**src/rtl/return_stack.sv**
```systemverilog
// Call/return unit: pushes the PC on call, pops it on return, and drives a one-cycle load pulse to the PC.
// Optional RETURN_STACK_WRAP_EN: a call while full overwrites the oldest entry instead of being rejected.
module return_stack #(
    parameter int WIDTH = 16,
    parameter int DEPTH = 8
) (
    input  logic                     clock,
    input  logic                     reset,
    input  logic                     call,
    input  logic                     ret,
    input  logic [WIDTH-1:0]         target,
    input  logic [WIDTH-1:0]         counter,
    output logic                     ready,
    output logic                     load,
    output logic [WIDTH-1:0]         address,
    output logic                     notUpdate,
    output logic [$clog2(DEPTH):0]   depth,
    output logic                     empty,
    output logic                     full,
    output logic                     overflow,
    output logic                     underflow
);

    localparam int AW = $clog2(DEPTH);
    localparam logic [AW:0] DEPTH_MAX = (AW+1)'(DEPTH);

`ifdef RETURN_STACK_WRAP_EN
    localparam bit WRAP = 1'b1;
`else
    localparam bit WRAP = 1'b0;
`endif

    typedef enum logic [1:0] {IDLE, ISSUE, SETTLE} state_t;

    state_t           state;
    state_t           state_next;
    logic [WIDTH-1:0] mem [DEPTH];
    logic [AW-1:0]    ptr;
    logic [AW-1:0]    ptr_prev;
    logic             push;
    logic             pop;
    logic             reject_call;
    logic             reject_ret;
    logic             load_next;
    logic             not_update_next;

    assign empty    = (depth == '0);
    assign full     = (depth == DEPTH_MAX);
    assign ptr_prev = ptr - AW'(1);

    // Request decode: call wins over ret; requests outside IDLE are ignored.
    always_comb begin
        // NOTE: every combinational output gets a default first so no latch is inferred.
        push        = 1'b0;
        pop         = 1'b0;
        reject_call = 1'b0;
        reject_ret  = 1'b0;
        if (state == IDLE) begin
            if (call) begin
                if (!full || WRAP) push = 1'b1;
                else               reject_call = 1'b1;
            end else if (ret) begin
                if (!empty) pop = 1'b1;
                else        reject_ret = 1'b1;
            end
        end
    end

    // State register, plus the registered PC-facing strobes.
    always_ff @(posedge clock or posedge reset) begin
        if (reset) begin
            state     <= IDLE;
            load      <= 1'b0;
            notUpdate <= 1'b0;
        end else begin
            // NOTE: sequential state uses non-blocking assignments so all flops update together.
            state     <= state_next;
            load      <= load_next;
            notUpdate <= not_update_next;
        end
    end

    always_comb begin
        state_next = state;
        case (state)
            IDLE:    if (push || pop) state_next = ISSUE;
            ISSUE:   state_next = SETTLE;
            SETTLE:  state_next = IDLE;
            default: state_next = IDLE;
        endcase
    end

    // load is high only in ISSUE; notUpdate covers ISSUE and SETTLE.
    always_comb begin
        ready           = (state == IDLE);
        load_next       = push || pop;
        not_update_next = push || pop || (state == ISSUE);
    end

    always_ff @(posedge clock or posedge reset) begin
        if (reset) begin
            ptr       <= '0;
            depth     <= '0;
            address   <= '0;
            overflow  <= 1'b0;
            underflow <= 1'b0;
        end else begin
            if (push) begin
                ptr     <= ptr + AW'(1);
                address <= target;
                if (!full) depth <= depth + (AW+1)'(1);
            end else if (pop) begin
                ptr     <= ptr_prev;
                address <= mem[ptr_prev];
                depth   <= depth - (AW+1)'(1);
            end
            if (reject_call) overflow  <= 1'b1;
            if (reject_ret)  underflow <= 1'b1;
        end
    end

    // NOTE: the stack RAM is deliberately not reset; depth alone defines which entries are valid.
    always_ff @(posedge clock) begin
        if (push) mem[ptr] <= counter;
    end

endmodule
```
**config.mk**
```make
export PLATFORM = sky130hd
export DESIGN_NAME = return_stack
export DESIGN_NICKNAME = d
export VERILOG_FILES = /design/src/rtl/return_stack.sv
export SDC_FILE = /design/constraint.sdc
export NUM_CORES = 1
export LEC_CHECK = 0
export ABC_AREA = 0
export BUFFER_PORTS_ARGS = -buffer_cell sky130_fd_sc_hd__buf_2
export CORE_MARGIN = 3
export CORE_UTILIZATION = 55
export DETAILED_ROUTE_END_ITERATION = 8
export MAX_ROUTING_LAYER = met4
export PLACE_DENSITY = 0.75
export SLEW_MARGIN = 20
export SYNTH_ARGS = -nofsm -noshare
export SYNTH_HDL_FRONTEND = slang
export SYNTH_SLANG_ARGS = --single-unit
```
**constraint.sdc**
```tcl
create_clock -name clock -period 8.2 [get_ports clock]
set_clock_uncertainty 0.2 [all_clocks]
set_input_delay 0.41 -clock clock [delete_from_list [all_inputs] [get_ports clock]]
set_output_delay 0.41 -clock clock [all_outputs]
set_load 0.005 [all_outputs]
```
==> impl_metrics.py, run 1 <==
metrics = {
    "floorplanning": {
        "num_io_pins": 63,
        "start_util_pct": 57.1,
        "dieWidth_um": 113,
        "rows": 38,
        "core_area_mm2": 0.0110,
        "dieArea_mm2": 0.0128,
        "die_y_um": 113,
    },
    "sta": {
        "worst_slack_ns": 4.93,
        "hold_viol": 0,
        "worstMarginPinSlew_ns": 0.976,
        "fin_setup_tns_ns": 0,
        "max_freq_mhz": 306,
        "finalSetupViolCount": 0,
        "final_min_period_over_clock_period_pct": 39.9,
        "finalCriticalPeriod_ns": 3.27,
        "rsz0062_at_grt": "false",
        "drv_slew": 0,
        "slew_headroom_pct": 34.7,
    },
    "final_layout": {
        "fill_cells": 756,
        "diodes": 0,
        "fin_nets": 432,
        "drive_gt1_share_pct": 33.6,
        "utilization_pct": 66.1,
        "area_growth_pct": 15.7,
        "finalNonFillerCells": 545,
    },
    "worst_setup_path": {
        "endpoint_kind": "register",
        "cp.arrival_ns": 3.37,
        "crit_type": "reg -> reg",
        "reg2reg_depth": 7,
        "r2r_setup_slack_ns": 4.93,
        "cp_max_fo": 21,
        "crit_path_start_kind": "register",
        "critPathRequiredTime_ns": 8.30,
    },
    "power": {
        "ir_drop_mv": 0.193,
        "finalPower_w": 0.00264,
        "power_density_mw_per_mm2": 363,
        "leakagePower_nw": 2.69,
    },
    "route": {
        "ant_nets": 0,
        "via_per_inst": 6.00,
        "routedWlPerCell_um": 22.1,
        "postRouteWirelength_um": 12000,
        "num_vias": 3268,
        "drt_first_iter_violations": 251,
        "drc": 0,
        "dr.pass1.iters": 4,
    },
    "global_route": {
        "use_met3_pct": 5.88,
        "grt_pass1_vias": 3485,
        "overflow": 0,
        "top_usage_layer": "met2",
        "grt_pass1_wl_um": 19100,
        "grt_usage_pct": 21.0,
        "antenna_found_initial": 0,
        "grt_use_met1_pct": 26.3,
        "grt_max_degree": 40,
        "grtUsageMet2_pct": 33.4,
    },
    "logic_synthesis": {
        "ys_seq_area_share_pct": 72.5,
        "synth.distinct_cells": 43,
        "synth_area_leaders": "edfxtp_1 61%, dfrtp_1 12%, mux4_2 7.1%",
        "ys.flop_type": "edfxtp_1",
        "synth_edf_count": 128,
        "synth-async-reset-ratio_pct": 18.5,
        "netlist_instances": 318,
        "synth_nets": 358,
        "yosys.area.top_type": "edfxtp_1",
        "synth_commonest_cells": "128 x edfxtp_1, 31 x a22oi_1, 29 x dfrtp_1, 23 x nand2_1, 20 x mux4_2",
        "ys_ff_latch": 157,
        "synth.most_common_cell": "edfxtp_1",
        "avgSynthCellArea_um2": 19.8,
        "synth_area_mm2": 0.00630,
        "yosysTopAreaCellShare_pct": 61.0,
        "synth_warnings": 0,
    },
    "clock_tree": {
        "clkSlewWorstSetupHoldPaths_ns": 0.06,
        "clk_path_buf_depth": 2,
        "clock_sinks": 157,
        "cts-root-buf": "clkbuf_16",
        "clk_latency_ns": 0.42,
        "cts_htree_levels": 4,
        "cts_resized": 0,
        "numCtsBuffers": 17,
        "cts_tree": "done",
    },
    "worst_hold_path": {
        "min_delay_path_depth": 3,
        "hp-class": "in -> reg",
    },
    "placed_design": {
        "hpwl_um": 7240,
        "place_inst": 512,
        "port_buffers": 62,
        "dp_slack_ns": 4.87,
        "globalplace.congestion": 0.791,
    },
    "outcome": {
        "outcome": "complete, no violations",
    },
    "job": {
        "drv_cap": 0,
    },
}
critical path, cell delays in order, from the launching register on:
cell and delay [ns]:
dfrtp_1 0.43, nor3b_2 0.37, and2_4 0.40, clkinv_1 0.39
ha_1 0.48, or4_2 0.62, a21oi_1 0.19, nor3_1 0.07
path summary, 6_finish.rpt:
kind                           start          to
min                        target[1]  address[1]
max in group asynchronous      reset      ptr[0]
max                         state[1]    depth[2]
min in group asynchronous      reset    state[1]
min reg2reg                underflow   underflow
max reg2reg                 state[1]    depth[2]
through the flow:
step / hold slack (ns) / instance area, um^2
2_1_floorplan: 0.251 / 6300
3_3_place_gp: 0.245 / 6700
3_5_place_dp: 0.249 / 6700
4_1_cts: 0.0179 / 7290
5_1_grt: 0.0385 / 7290
6_report: 0.0341 / 7290
layer usage:
| layer | vias up | wire length (um) |
|---|---|---|
| li1 | 1449 | - |
| met1 | 1670 | 4610 |
| met2 | 138 | 6250 |
| met3 | 11 | 1050 |
| met4 | 0 | 117 |
| met5 | - | 0 |
cell usage in the layout (no fill, tap or decap), drive strengths merged:
cell type    Yosys  routed
a21o             2       2
a21oi            1       1
a221oi           1       1
a22oi           33      33
a31oi            1       1
a32oi            1       1
and2             1       1
and2b            1       1
and3             1       1
buf              9      71
bufinv           0       3
clkbuf           8      18
clkinv           1       8
clkinvlp         0       4
dfrtp           29      29
dlygate4sd3      0       1
edfxtp         128     128
ha               4       4
inv              8       8
mux2             1       1
mux2i            1       1
mux4            32      32
nand2           23      23
nand2b           2       2
nor2             4       4
nor2b            1       1
nor3             8       8
nor3b            1       1
nor4             1       1
nor4b            1       1
o211ai           2       2
o21ai            1       1
o32ai            1       1
or4              2       2
or4b             2       2
xnor2            4       4
xor2             2       2
power breakdown:
part,switching (W),leakage [nW],internal (W),total [W]
combinational,0.000421,0.912,0.000371,0.000793
sequential,0.0000818,1.51,0.00101,0.00109
clock,0.000289,0.274,0.000472,0.000761
total,0.000791,2.69,0.00185,0.00264
flip-flops by register name, summed over array words and instances, names as in the netlist:
register,flops
state,2
mem,128
notUpdate,1
load,1
address,16
ptr,3
underflow,1
depth,4
overflow,1
final cells by class:
cell class                      count  area, um^2  area share [%]
Timing Repair Buffer               72         388            5.32
Clock buffer                       18         429            5.89
Multi-Input combinational cell    135        1540            21.1
Inverter                            9        33.8           0.464
Tap cell                          140         175            2.40
Clock inverter                     14         151            2.08
Sequential cell                   157        4570            62.7
timing repair:
action,in CTS,in global routing
hold buffers,1,0
hold endpoints to repair,29,0
setup buffers,0,0
kinds of logic (layout without fill, tap and decap cells):
kind of cell | count (synthesis) | after routing | share of synthesized area (%)
AO/OA/AOI/OAI | 43 | 43 | 5.38
XOR/XNOR | 6 | 6 | 0.834
buffers and inverters | 26 | 113 | 3.65
multiplexers | 34 | 34 | 12.5
flip-flops | 157 | 157 | 72.5
adder cells (fa/ha/maj) | 4 | 4 | 0.794
AND/OR/NAND/NOR | 48 | 48 | 4.33
Note: power is estimated with default switching activity, not from simulation.
==> run 2, diff against run 1 <==
Clock period 8.2 ns to 3.1 ns, I/O delays scaled along.
==> run 2 against run 1 <==
Net effect: combinational power rose to 2.9 times the previous value; final cell count up 9.4%; first-iteration DRC count up 39%; worst setup slack worse by 4.6 ns; routed wire length up 7.6%; power rose to 2.7 times the previous value.
==> impl_metrics.py, run 2 (synthesis results as in run 1) <==
metrics = {
    "final_layout": {
        "final_common_cell": "edfxtp_1",
        "largest_reg_flops": 128,
        "diodes": 0,
        "fin_nets": 483,
        "drive_gt1_share_pct": 34.2,
        "area_growth_pct": 23.4,
        "largestRegisters": "mem (128), address (16), depth (4)",
        "final_cell_mix": "128 x edfxtp_1, 62 x buf_2, 34 x dlygate4sd3_1",
        "largest_register": "mem",
    },
    "worst_setup_path": {
        "r2r_end": "depth[2]",
        "crit_path_start_kind": "register",
        "reg2reg_depth": 7,
        "r2r-start": "depth[2]",
        "cp.arrival_ns": 2.92,
        "endpoint": "depth[2]",
        "cp_max_fo": 21,
        "r2r_setup_slack_ns": 0.28,
        "crit_type": "reg -> reg",
        "cp-startpoint": "depth[2]",
        "critPathRequiredTime_ns": 3.21,
        "endpoint_kind": "register",
    },
    "global_route": {
        "grt_usage_pct": 22.8,
        "overflow": 0,
        "grt_pass1_vias": 3700,
        "antenna_found_initial": 0,
        "grt_max_degree": 26,
        "grt_pass1_wl_um": 20500,
    },
    "sta": {
        "worstMarginPinSlew_ns": 0.863,
        "rsz0062_at_grt": "false",
        "holdWs_ns": 0.0505,
        "fin_setup_tns_ns": 0,
        "finalSetupViolCount": 0,
        "final_min_period_over_clock_period_pct": 90.9,
        "finalCriticalPeriod_ns": 2.82,
        "slew_headroom_pct": 42.4,
        "drv_slew": 0,
        "hold_viol": 0,
        "max_freq_mhz": 355,
    },
    "floorplanning": {
        "rows": 38,
        "core_area_mm2": 0.0110,
        "dieArea_mm2": 0.0128,
        "start_util_pct": 57.1,
        "dieWidth_um": 113,
        "die_y_um": 113,
        "num_io_pins": 63,
    },
    "route": {
        "drc": 0,
        "via_per_inst": 5.85,
        "postRouteWirelength_um": 12900,
        "ant_nets": 0,
        "routedWlPerCell_um": 21.7,
        "drt_first_iter_violations": 348,
        "dr.pass1.iters": 5,
        "num_vias": 3486,
    },
    "clock_tree": {
        "cts_htree_levels": 4,
        "cts-root-buf": "clkbuf_16",
        "numCtsBuffers": 17,
        "clk_latency_ns": 0.42,
        "clkSlewWorstSetupHoldPaths_ns": 0.06,
        "clk_path_buf_depth": 2,
        "cts_tree": "done",
        "clock_sinks": 157,
    },
    "worst_hold_path": {
        "hp-class": "in -> reg",
    },
    "placed_design": {
        "hpwl_um": 7570,
        "globalplace.congestion": 0.793,
        "port_buffers": 62,
    },
    "power": {
        "leakagePower_nw": 2.94,
        "finalPower_w": 0.00722,
        "ir_drop_mv": 0.661,
        "power_density_mw_per_mm2": 929,
    },
    "outcome": {
        "outcome": "complete, no violations",
    },
    "job": {
        "drv_cap": 0,
    },
}
[run 2: cell count changes in the layout (fill, tap and decap cells not counted), sizes merged]
cell         previous run  this run
dlygate4sd3             1        34
clkinvlp                4         1
bufinv                  3         4
clkinv                  8        10
buf                    71        89
[run 2: final cells by class]
| class | count | area, um^2 |
|---|---|---|
| multi-input cells | 135 | 1540 |
| clock inverters | 14 | 175 |
| fillers | 686 | 3260 |
| well taps | 140 | 175 |
| clock buffers | 18 | 429 |
| flip-flops and latches | 157 | 4570 |
| repair buffers | 123 | 853 |
| inverters | 9 | 33.8 |
[run 2: routing by layer]
layer	global-route usage, %	vias to the layer above	routed length [um]
li1	-	1550	-
met1	29.2	1771	5180
met2	35.3	141	6510
met3	5.51	24	1010
met4	9.54	0	249
met5	-	-	0
[run 2: worst min path at each step]
stage	depth (start not counted)	end	startpoint	slack, ns
finish	3	underflow	ret	0.05
global route	3	underflow	ret	0.05
CTS	3	underflow	ret	0.03
detailed placement	2	overflow	reset	0.18
global placement	2	notUpdate	reset	0.16
floorplan	1	address[0]	reset	0.03
[run 2: report_power, final]
group          total [W]  switching (W)  internal, W
clock            0.00210       0.000773      0.00133
combinational    0.00227        0.00117      0.00109
sequential       0.00285       0.000187      0.00266
total            0.00722        0.00213      0.00509
[run 2: through the flow]
stage          instances  setup WS [ns]  utilization [%]  area [um^2]
6_report             596          0.283             70.5         7770
5_1_grt              596          0.210             70.5         7770
4_1_cts              596          0.300             70.5         7770
3_5_place_dp         530          0.309             61.9         6830
3_3_place_gp         530          0.375             61.9         6830
2_1_floorplan        318          0.157                -         6310
[run 2: worst max-delay path: stages (launching register included)]
cell and delay [ns]:
dfrtp_1 0.45, or4b_4 0.54, and2_4 0.26, xnor2_1 0.16, ha_1 0.22, or4_2 0.64
a21oi_1 0.17, nor3_1 0.06
[run 2: what timing repair did]
item                                   4_1_cts  5_1_grt
hold buffers                                34        0
setup buffers                                0        0
gates resized for setup                      0        0
endpoints found under the hold margin      165        0
==> run 3, diff against run 2 <==
Settings changed: CORE_MARGIN 3 to 2.
==> run 3 against run 2 <==
Net effect: clock power fell by 3%; final cell count fell by 0.17%; critical path depth did not move; combinational power barely moved.
==> impl_metrics.py, run 3 (synthesis results as in run 1) <==
metrics = {
    "job": {
        "drv_cap": 0,
    },
    "route": {
        "via_per_inst": 5.97,
        "dr.pass1.iters": 7,
        "postRouteWirelength_um": 13500,
        "num_vias": 3553,
        "routedWlPerCell_um": 22.7,
        "ant_nets": 0,
        "drt_first_iter_violations": 385,
        "drc": 0,
    },
    "worst_setup_path": {
        "critPathRequiredTime_ns": 3.20,
        "cpMaxStageDelayCell": "or4_2",
        "cp.buffers_inverters": 0,
        "reg2reg_depth": 7,
        "cp.arrival_ns": 2.95,
        "cp_max_fo": 21,
        "endpoint_kind": "register",
        "crit_type": "reg -> reg",
        "critical-path-max-stage-delay_ns": 0.66,
        "r2r_setup_slack_ns": 0.25,
        "r2r-start": "depth[2]",
        "cp_cell_sequence": "or4b_4, and2_4, xnor2_1, ha_1, or4_2, a21oi_1, nor3_1",
        "r2r_end": "depth[2]",
        "cp_top_family": "simple AND/OR/NAND/NOR gates",
        "crit_path_start_kind": "register",
    },
    "clock_tree": {
        "cts-root-buf": "clkbuf_16",
        "postCtsHoldBufs": 34,
        "cts_tree": "done",
        "clk_path_buf_depth": 2,
        "cts_htree_levels": 4,
        "numCtsBuffers": 17,
        "clkSlewWorstSetupHoldPaths_ns": 0.06,
        "cts_resized": 0,
        "clock_sinks": 157,
        "clk_latency_ns": 0.42,
        "cts_post_setup_buffers_inserted": 0,
    },
    "placed_design": {
        "globalplace.congestion": 0.766,
        "port_buffers": 62,
        "place_area_mm2": 0.00680,
        "dp_slack_ns": 0.279,
        "hpwl_um": 7480,
    },
    "final_layout": {
        "area_growth_pct": 22.6,
        "utilization_pct": 68.2,
        "largestRegisters": "mem (128), address (16), depth (4)",
        "fin_nets": 479,
        "largest_reg_flops": 128,
        "fill_cells": 718,
        "finalInstanceArea_mm2": 0.00772,
        "largest_register": "mem",
        "diodes": 0,
        "final_cell_mix": "128 x edfxtp_1, 62 x buf_2, 34 x dlygate4sd3_1",
        "final_common_cell": "edfxtp_1",
        "drive_gt1_share_pct": 32.7,
        "seq_area_mm2": 0.00457,
        "multi_input_area_mm2": 0.00154,
    },
    "power": {
        "leakagePower_nw": 2.90,
        "ir_drop_mv": 0.603,
        "power_density_mw_per_mm2": 932,
    },
    "floorplanning": {
        "dieArea_mm2": 0.0123,
        "num_io_pins": 63,
        "dieWidth_um": 111,
        "start_util_pct": 55.7,
        "die_y_um": 111,
        "rows": 39,
        "core_area_mm2": 0.0113,
    },
    "worst_hold_path": {
        "min_delay_path_depth": 3,
        "hp-class": "in -> reg",
        "whs_endpoint": "underflow",
        "worstHoldStart": "ret",
    },
    "sta": {
        "finalCriticalPeriod_ns": 2.85,
        "holdWs_ns": 0.0633,
        "fin_setup_tns_ns": 0,
        "slew_headroom_pct": 41.8,
        "drv_slew": 0,
        "final_min_period_over_clock_period_pct": 91.9,
        "rsz0062_at_grt": "false",
        "finalSetupViolCount": 0,
        "worstMarginPinSlew_ns": 0.871,
        "max_freq_mhz": 351,
        "hold_viol": 0,
        "worst_slack_ns": 0.250,
    },
    "global_route": {
        "grt_max_degree": 23,
        "antenna_found_initial": 0,
        "overflow": 0,
        "grt_pass1_vias": 3627,
        "grt_pass1_wl_um": 21000,
        "grt_usage_pct": 24.0,
    },
    "outcome": {
        "outcome": "complete, no violations",
    },
}
-- run 3: per-stage QoR --
| stage | total power, W | instances |
|---|---|---|
| 2_1_floorplan | 0.00455 | 318 |
| 3_3_place_gp | 0.00503 | 529 |
| 3_5_place_dp | 0.00512 | 529 |
| 4_1_cts | 0.00720 | 595 |
| 5_1_grt | 0.00752 | 595 |
| 6_report | 0.00720 | 595 |
-- run 3: cell type report --
class                   instances  area share [%]
flip-flops and latches        157            59.2
multi-input cells             135            19.9
repair buffers                119            10.7
clock buffers                  19            5.61
well taps                     143            2.32
clock inverters                13            1.91
inverters                       9           0.437
-- run 3: worst reg2reg max path, delay by kind of cell, from the launching register on --
family                     cells  cell delay, ns
adders and majority gates      1            0.22
DFF                            1            0.44
and+or+nand+nor                4            1.52
xor gates and xnor gates       1            0.17
AOI/OAI and AO/OA              1            0.19
-- run 3: report_power, final --
group,internal (W),switching [W]
Combinational,0.00108,0.00122
Clock,0.00125,0.000776
Sequential,0.00267,0.000200
Total,0.00500,0.00220
-- run 3: layer usage --
metal	GRT usage (%)	part of all wire (%)
met1	29.7	38
met2	39.3	51
met3	5.63	8.0
met4	9.14	2.4
met5	-	0
-- run 3: worst max-delay path by stage --
stage	startpoint	endpoint	slack, ns	depth (start not counted)
5_1_grt	depth[2]	depth[2]	0.15	7
3_5_place_dp	depth[2]	depth[2]	0.28	7
4_1_cts	depth[2]	depth[2]	0.27	7
2_1_floorplan	state[1]	mem[2][0]	0.16	4
6_report	depth[2]	depth[2]	0.25	7
3_3_place_gp	depth[2]	depth[2]	0.38	7
